===== src/rtl/ccw_output.sv =====
// ccw_output: counter-clockwise output port of the ring router.
// Each virtual channel (even/odd) has a single-entry output buffer fed by a
// two-way round-robin arbiter (ccw pass-through vs. PE injection). The hop
// field is decremented on capture. The buffered packet is driven onto the ccw
// link when the global polarity selects its VC and the downstream is ready.
module ccw_output #(
    parameter int DATA_WIDTH = 64,
    parameter int HOP_MSB    = 55,
    parameter int HOP_LSB    = 48
) (
    input  logic                  clk,
    input  logic                  rst,
    input  logic                  polarity,
    input  logic                  request_ccw_even,
    input  logic                  request_ccw_odd,
    input  logic                  request_pe_even,
    input  logic                  request_pe_odd,
    input  logic [DATA_WIDTH-1:0] data_in_even_ccw,
    input  logic [DATA_WIDTH-1:0] data_in_odd_ccw,
    input  logic [DATA_WIDTH-1:0] data_in_even_pe,
    input  logic [DATA_WIDTH-1:0] data_in_odd_pe,
    output logic                  grant_ccw_even,
    output logic                  grant_ccw_odd,
    output logic                  grant_pe_even,
    output logic                  grant_pe_odd,
    output logic                  ccwso,
    input  logic                  ccwro,
    output logic [DATA_WIDTH-1:0] ccwdo
);

    localparam int HOP_W = HOP_MSB - HOP_LSB + 1;

    // Decrement the hop field modulo 2^HOP_W; every other bit passes through.
    function automatic logic [DATA_WIDTH-1:0] hop_dec(input logic [DATA_WIDTH-1:0] pkt);
        logic [DATA_WIDTH-1:0] res;
        logic [HOP_W-1:0]      hop;
        res                   = pkt;
        hop                   = pkt[HOP_MSB:HOP_LSB];
        res[HOP_MSB:HOP_LSB]  = hop - HOP_W'(1);
        return res;
    endfunction

    // Two-requester round-robin grant: {ccw, pe}. pe_pri selects pe on a tie.
    function automatic logic [1:0] arb(input logic en, input logic avail,
                                       input logic req_ccw, input logic req_pe,
                                       input logic pe_pri);
        logic [1:0] g;
        g = 2'b00;
        if (en && avail) begin
            case ({req_ccw, req_pe})
                2'b10:   g = 2'b10;
                2'b01:   g = 2'b01;
                2'b11:   g = pe_pri ? 2'b01 : 2'b10;
                default: g = 2'b00;
            endcase
        end else begin
            g = 2'b00;
        end
        return g;
    endfunction

    // Per-VC buffer state.
    logic                  full_even_r;
    logic                  full_odd_r;
    logic [DATA_WIDTH-1:0] data_even_r;
    logic [DATA_WIDTH-1:0] data_odd_r;
    logic                  rr_even_r;
    logic                  rr_odd_r;

    // Combinational link / grant signals.
    logic                  send_even_s;
    logic                  send_odd_s;
    logic                  avail_even_s;
    logic                  avail_odd_s;
    logic [1:0]            gnt_even_s;
    logic [1:0]            gnt_odd_s;
    logic [DATA_WIDTH-1:0] cap_even_s;
    logic [DATA_WIDTH-1:0] cap_odd_s;

    // Link send decision: a VC may only use the link in its own polarity phase.
    always_comb begin
        send_even_s  = ccwro & ~polarity & full_even_r;
        send_odd_s   = ccwro &  polarity & full_odd_r;
        ccwso        = send_even_s | send_odd_s;
        // A full buffer is reusable in the cycle it drains (pass-through).
        avail_even_s = ~full_even_r | send_even_s;
        avail_odd_s  = ~full_odd_r  | send_odd_s;
        if (send_odd_s) begin
            ccwdo = data_odd_r;
        end else if (send_even_s) begin
            ccwdo = data_even_r;
        end else begin
            ccwdo = {DATA_WIDTH{1'b0}};
        end
    end

    // Per-VC arbitration; grants are suppressed while reset is asserted.
    always_comb begin
        gnt_even_s     = arb(rst, avail_even_s, request_ccw_even, request_pe_even, rr_even_r);
        gnt_odd_s      = arb(rst, avail_odd_s,  request_ccw_odd,  request_pe_odd,  rr_odd_r);
        grant_ccw_even = gnt_even_s[1];
        grant_pe_even  = gnt_even_s[0];
        grant_ccw_odd  = gnt_odd_s[1];
        grant_pe_odd   = gnt_odd_s[0];
        cap_even_s     = hop_dec(gnt_even_s[1] ? data_in_even_ccw : data_in_even_pe);
        cap_odd_s      = hop_dec(gnt_odd_s[1]  ? data_in_odd_ccw  : data_in_odd_pe);
    end

    // Even-VC buffer: capture on grant, otherwise drain on send.
    always_ff @(posedge clk or negedge rst) begin
        if (!rst) begin
            full_even_r <= 1'b0;
            data_even_r <= {DATA_WIDTH{1'b0}};
            rr_even_r   <= 1'b0;
        end else if (|gnt_even_s) begin
            full_even_r <= 1'b1;
            data_even_r <= cap_even_s;
            rr_even_r   <= gnt_even_s[1];   // winner was ccw -> pe next
        end else if (send_even_s) begin
            full_even_r <= 1'b0;
        end else begin
            full_even_r <= full_even_r;
        end
    end

    // Odd-VC buffer: capture on grant, otherwise drain on send.
    always_ff @(posedge clk or negedge rst) begin
        if (!rst) begin
            full_odd_r <= 1'b0;
            data_odd_r <= {DATA_WIDTH{1'b0}};
            rr_odd_r   <= 1'b0;
        end else if (|gnt_odd_s) begin
            full_odd_r <= 1'b1;
            data_odd_r <= cap_odd_s;
            rr_odd_r   <= gnt_odd_s[1];
        end else if (send_odd_s) begin
            full_odd_r <= 1'b0;
        end else begin
            full_odd_r <= full_odd_r;
        end
    end

endmodule


===== config.mk =====
export PLATFORM = sky130hd
export DESIGN_NAME = ccw_output
export DESIGN_NICKNAME = d
export VERILOG_FILES = /design/src/rtl/ccw_output.sv
export SDC_FILE = /design/constraint.sdc
export NUM_CORES = 1
export LEC_CHECK = 0
export CORE_MARGIN = 2
export CORE_UTILIZATION = 45
export DETAILED_ROUTE_END_ITERATION = 12
export PLACE_DENSITY_LB_ADDON = 0.3
export REMOVE_ABC_BUFFERS = 1
export SYNTH_ARGS = -nofsm -noshare
export SYNTH_HDL_FRONTEND = slang
export SYNTH_SLANG_ARGS = --single-unit

===== constraint.sdc =====
create_clock -name clk -period 5.25 [get_ports clk]
set_clock_uncertainty 0.1 [all_clocks]
set_input_delay 1.05 -clock clk [delete_from_list [all_inputs] [get_ports clk]]
set_output_delay 1.05 -clock clk [all_outputs]
set_load 0.05 [all_outputs]

==> impl_results.md <==
- Status: completed
- Startpoint Class: input port
- Fillers: 1208
- Synth cell types: 50
- H-tree depth: 4
- Number of global-route vias before repair: 7591
- Worst rel slew slack: 0.1982
- Number of cells after detailed placement: 1332
- CP arrival: 3.53 ns
- GR peak layer: met2
- Ports: 333
- Met1 usage: 0.3509
- Die ar.: 17070 um2
- Most used cell, CP: clkdlybuf4s50_1
- GRT Total Usage: 0.3017
- Area of the mapped netlist: 7218 um2
- Final Hold Fails: 0
- Die height: 130.7 um
- Cell family with most CP delay: buffers and inverters
- Post-layout minimum cycle time: 4.683 ns
- Vias per cell: 5.765
- Synth top area cells: dfrtp_1 (46%), a31oi_1 (9.7%), a22o_1 (7.8%), nand2_1 (6.9%), nor2_1 (6.3%)
- Synth Warn #: 0
- Area delta synth->final: 56.66%
- Initial DRC Count: 516
- GR Layer Usage met3: 0.08795
- Number of CTS-inserted buffers: 17
- Initial Util: 0.4577
- Pleak: 4.620 nW
- Final setup viols: 0
- FF+latch count, synth: 132
- # resized after CTS: 0
- Max cap viols: 0
- # hold bufs at CTS: 0
- Worst path buffer plus inverter count: 3
- Synth Area per Inst: 8.492 um2
- Maximum VDD drop: 0.2499 mV
- Row count: 46
- Area of the multi-input gates: 3563 um2
- Post-Layout Cell Count: 1364
- Clk slew on worst S/H paths: 0.06 ns
- Hold Path Class: flop to flop
- Area fraction of the dominant cell type after synthesis: 0.4576
- Chip Width: 130.7 um
- Total wire length: 26410 um
- Layout Nets: 1401
- Clock Tree Root: clkbuf_16
- Max Slew Vio Count: 0
- Pwr Total: 4.453 mW
- Setup bufs post-CTS: 0
- Worst Path Class, Setup: input port to output port
- Port Buffers: 332
- Worst slew pin tran: 1.203 ns
- Cell Chain, Critical Path: clkdlybuf4s50_1 -> nor2b_4 -> and2_2 -> buf_4 -> a22o_1 -> clkdlybuf4s50_1
- Slowest CP cell: clkdlybuf4s50_1
- Ratio of final minimum period to clock period: 0.8919
- Seq/Total Area, Yosys: 0.4576
- Initial antenna violation count: 1
- Max Freq: 213.6 MHz
- DRT antenna net count: 0
- Initial DRT Pass Iterations: 5
- Core ar.: 15770 um2
- Global route total overflow: 0
- Register area: 3303 um2
- Wire per inst: 19.36 um
- Largest net degree at the start of global routing: 118
- WP data required: 4.10 ns
- Power Dens Cells: 393.8 nW/um2
- First-pass GRT wire length: 39380 um
- CTS max path bufs: 2
- # clock sinks: 132
- RSZ-0062 raised after global routing: false
- Share of cells above drive strength 1: 0.06277
- HPWL Detailed: 17810 um
- Clk_lat worst skew: 0.42 ns
- M2 GR Usage: 0.5086
- CP max FO: 47
- Highest cell delay on the worst timing path: 0.81 ns
- Cell count after synthesis: 850
- Via Count: 7864
- # DRC: 0
- Critical Path Sink Type: output port
- CTS tree: built
- Routability-driven placement congestion ratio: 0.9150
- Yosys top cell by area: dfrtp_1
==> per-stage QoR <==
stage	instance area (um2)	hold slack (ns)	util	setup WS (ns)	setup TNS, ns
floorplan	6865	0.3501	-	-1.152	-5.879
global placement	10640	0.3689	0.6748	0.6850	0
detailed placement	10640	0.3837	0.6748	0.5423	0
CTS	11310	0.3967	0.7169	0.5399	0
global route	11310	0.4068	0.7171	0.4703	0
finish	11310	0.3909	0.7171	0.5673	0
==> logic make-up (layout without fill, tap and decap cells) <==
family                   after synthesis  in the layout  synth area share
AO/OA/AOI/OAI                        264            264            0.2507
flip-flops                           132            132            0.4576
other                                  0              1                 0
AND/OR/NAND/NOR                      339            339            0.2016
XOR/XNOR                              16             16           0.01941
adder cells (fa/ha/maj)                2              2          0.003466
buffers and inverters                 87            384           0.05304
multiplexers                          10             10           0.01421
==> cell usage after synthesis, drive strengths merged <==
master   instances
dfrtp          132
a211oi           1
o31ai            2
a22o            64
o211ai           1
inv              8
mux2i            8
or3b             1
nor2           121
xnor2            9
nand4            1
a21boi           1
a221oi           3
a21o             1
nor4             5
or2              3
mux2             2
or3              2
xor2             7
a21bo            1
o22ai            2
o21ai           65
o22a             1
a21oi            1
nor3b            3
ha               2
buf             49
o211a            1
nor3             7
o2111ai          2
clkbuf          30
o31a             1
nor2b            1
nand2          132
a31oi          112
and2             1
and3             1
or4              4
o221ai           3
nand3           57
o221a            2
==> worst register-to-register path, cell delays in order, from the launching register on <==
cell,delay (ns)
dfrtp_1,0.37
a21bo_2,0.25
nand4_1,0.34
mux2i_1,0.36
ha_1,0.26
or3b_1,0.42
o31a_1,0.26
nor3_1,0.17
o22ai_1,0.11
==> layer usage <==
layer	vias up	wire [um]
met5	-	0
met4	0	1234
met3	77	2416
met2	379	12850
met1	3774	9911
li1	3634	-
==> flip-flops by register name (all words and copies together) (netlist names) <==
register,flops
full_odd_r,1
data_odd_r,64
rr_even_r,1
rr_odd_r,1
data_even_r,64
full_even_r,1
==> path summary, 6_finish.rpt <==
path                                start              end  slack [ns]  cells after the start
hold / removal             data_odd_r[51]   data_odd_r[51]        0.39                      2
max in group asynchronous             rst  data_even_r[63]        2.85                      3
min in group asynchronous             rst       full_odd_r        0.78                      2
setup / recovery                    ccwro        ccwdo[26]        0.57                      6
hold reg to reg            data_odd_r[51]   data_odd_r[51]        0.39                      2
setup reg to reg               full_odd_r   data_odd_r[54]        2.43                      8
==> layout by cell type, fill, tap and decap left out, types with 3 or more instances in the layout <==
| master | n |
|---|---|
| nor3_1 | 7 |
| inv_2 | 4 |
| clkinvlp_4 | 4 |
| xnor2_1 | 9 |
| nand2_1 | 132 |
| clkdlybuf4s50_1 | 327 |
| nor2_1 | 121 |
| o21ai_1 | 58 |
| clkbuf_16 | 17 |
| nand3_1 | 57 |
| bufinv_16 | 5 |
| buf_12 | 5 |
| nor4_1 | 3 |
| mux2i_1 | 8 |
| buf_4 | 12 |
| clkbuf_8 | 3 |
| o21ai_0 | 7 |
| nor3b_1 | 3 |
| or2_2 | 3 |
| dfrtp_1 | 132 |
| inv_1 | 4 |
| a22o_1 | 64 |
| xor2_1 | 7 |
| a31oi_1 | 112 |
==> cell type report <==
cell class              instances  area share
inverters                       8    0.002655
well taps                     216     0.02390
multi-input cells             631      0.3151
flip-flops and latches        132      0.2921
clock buffers                  20     0.04127
diodes                          1   0.0002213
clock inverters                11     0.01748
repair buffers                345      0.3073
==> report_power, final <==
| part | leakage [nW] | switching, mW | internal (mW) |
|---|---|---|---|
| registers | 1.54 | 0.255 | 1.39 |
| logic | 2.76 | 0.810 | 0.656 |
| clock network | 0.311 | 0.466 | 0.880 |
| total | 4.62 | 1.53 | 2.92 |
No activity file was read; power rests on OpenSTA's default activity.
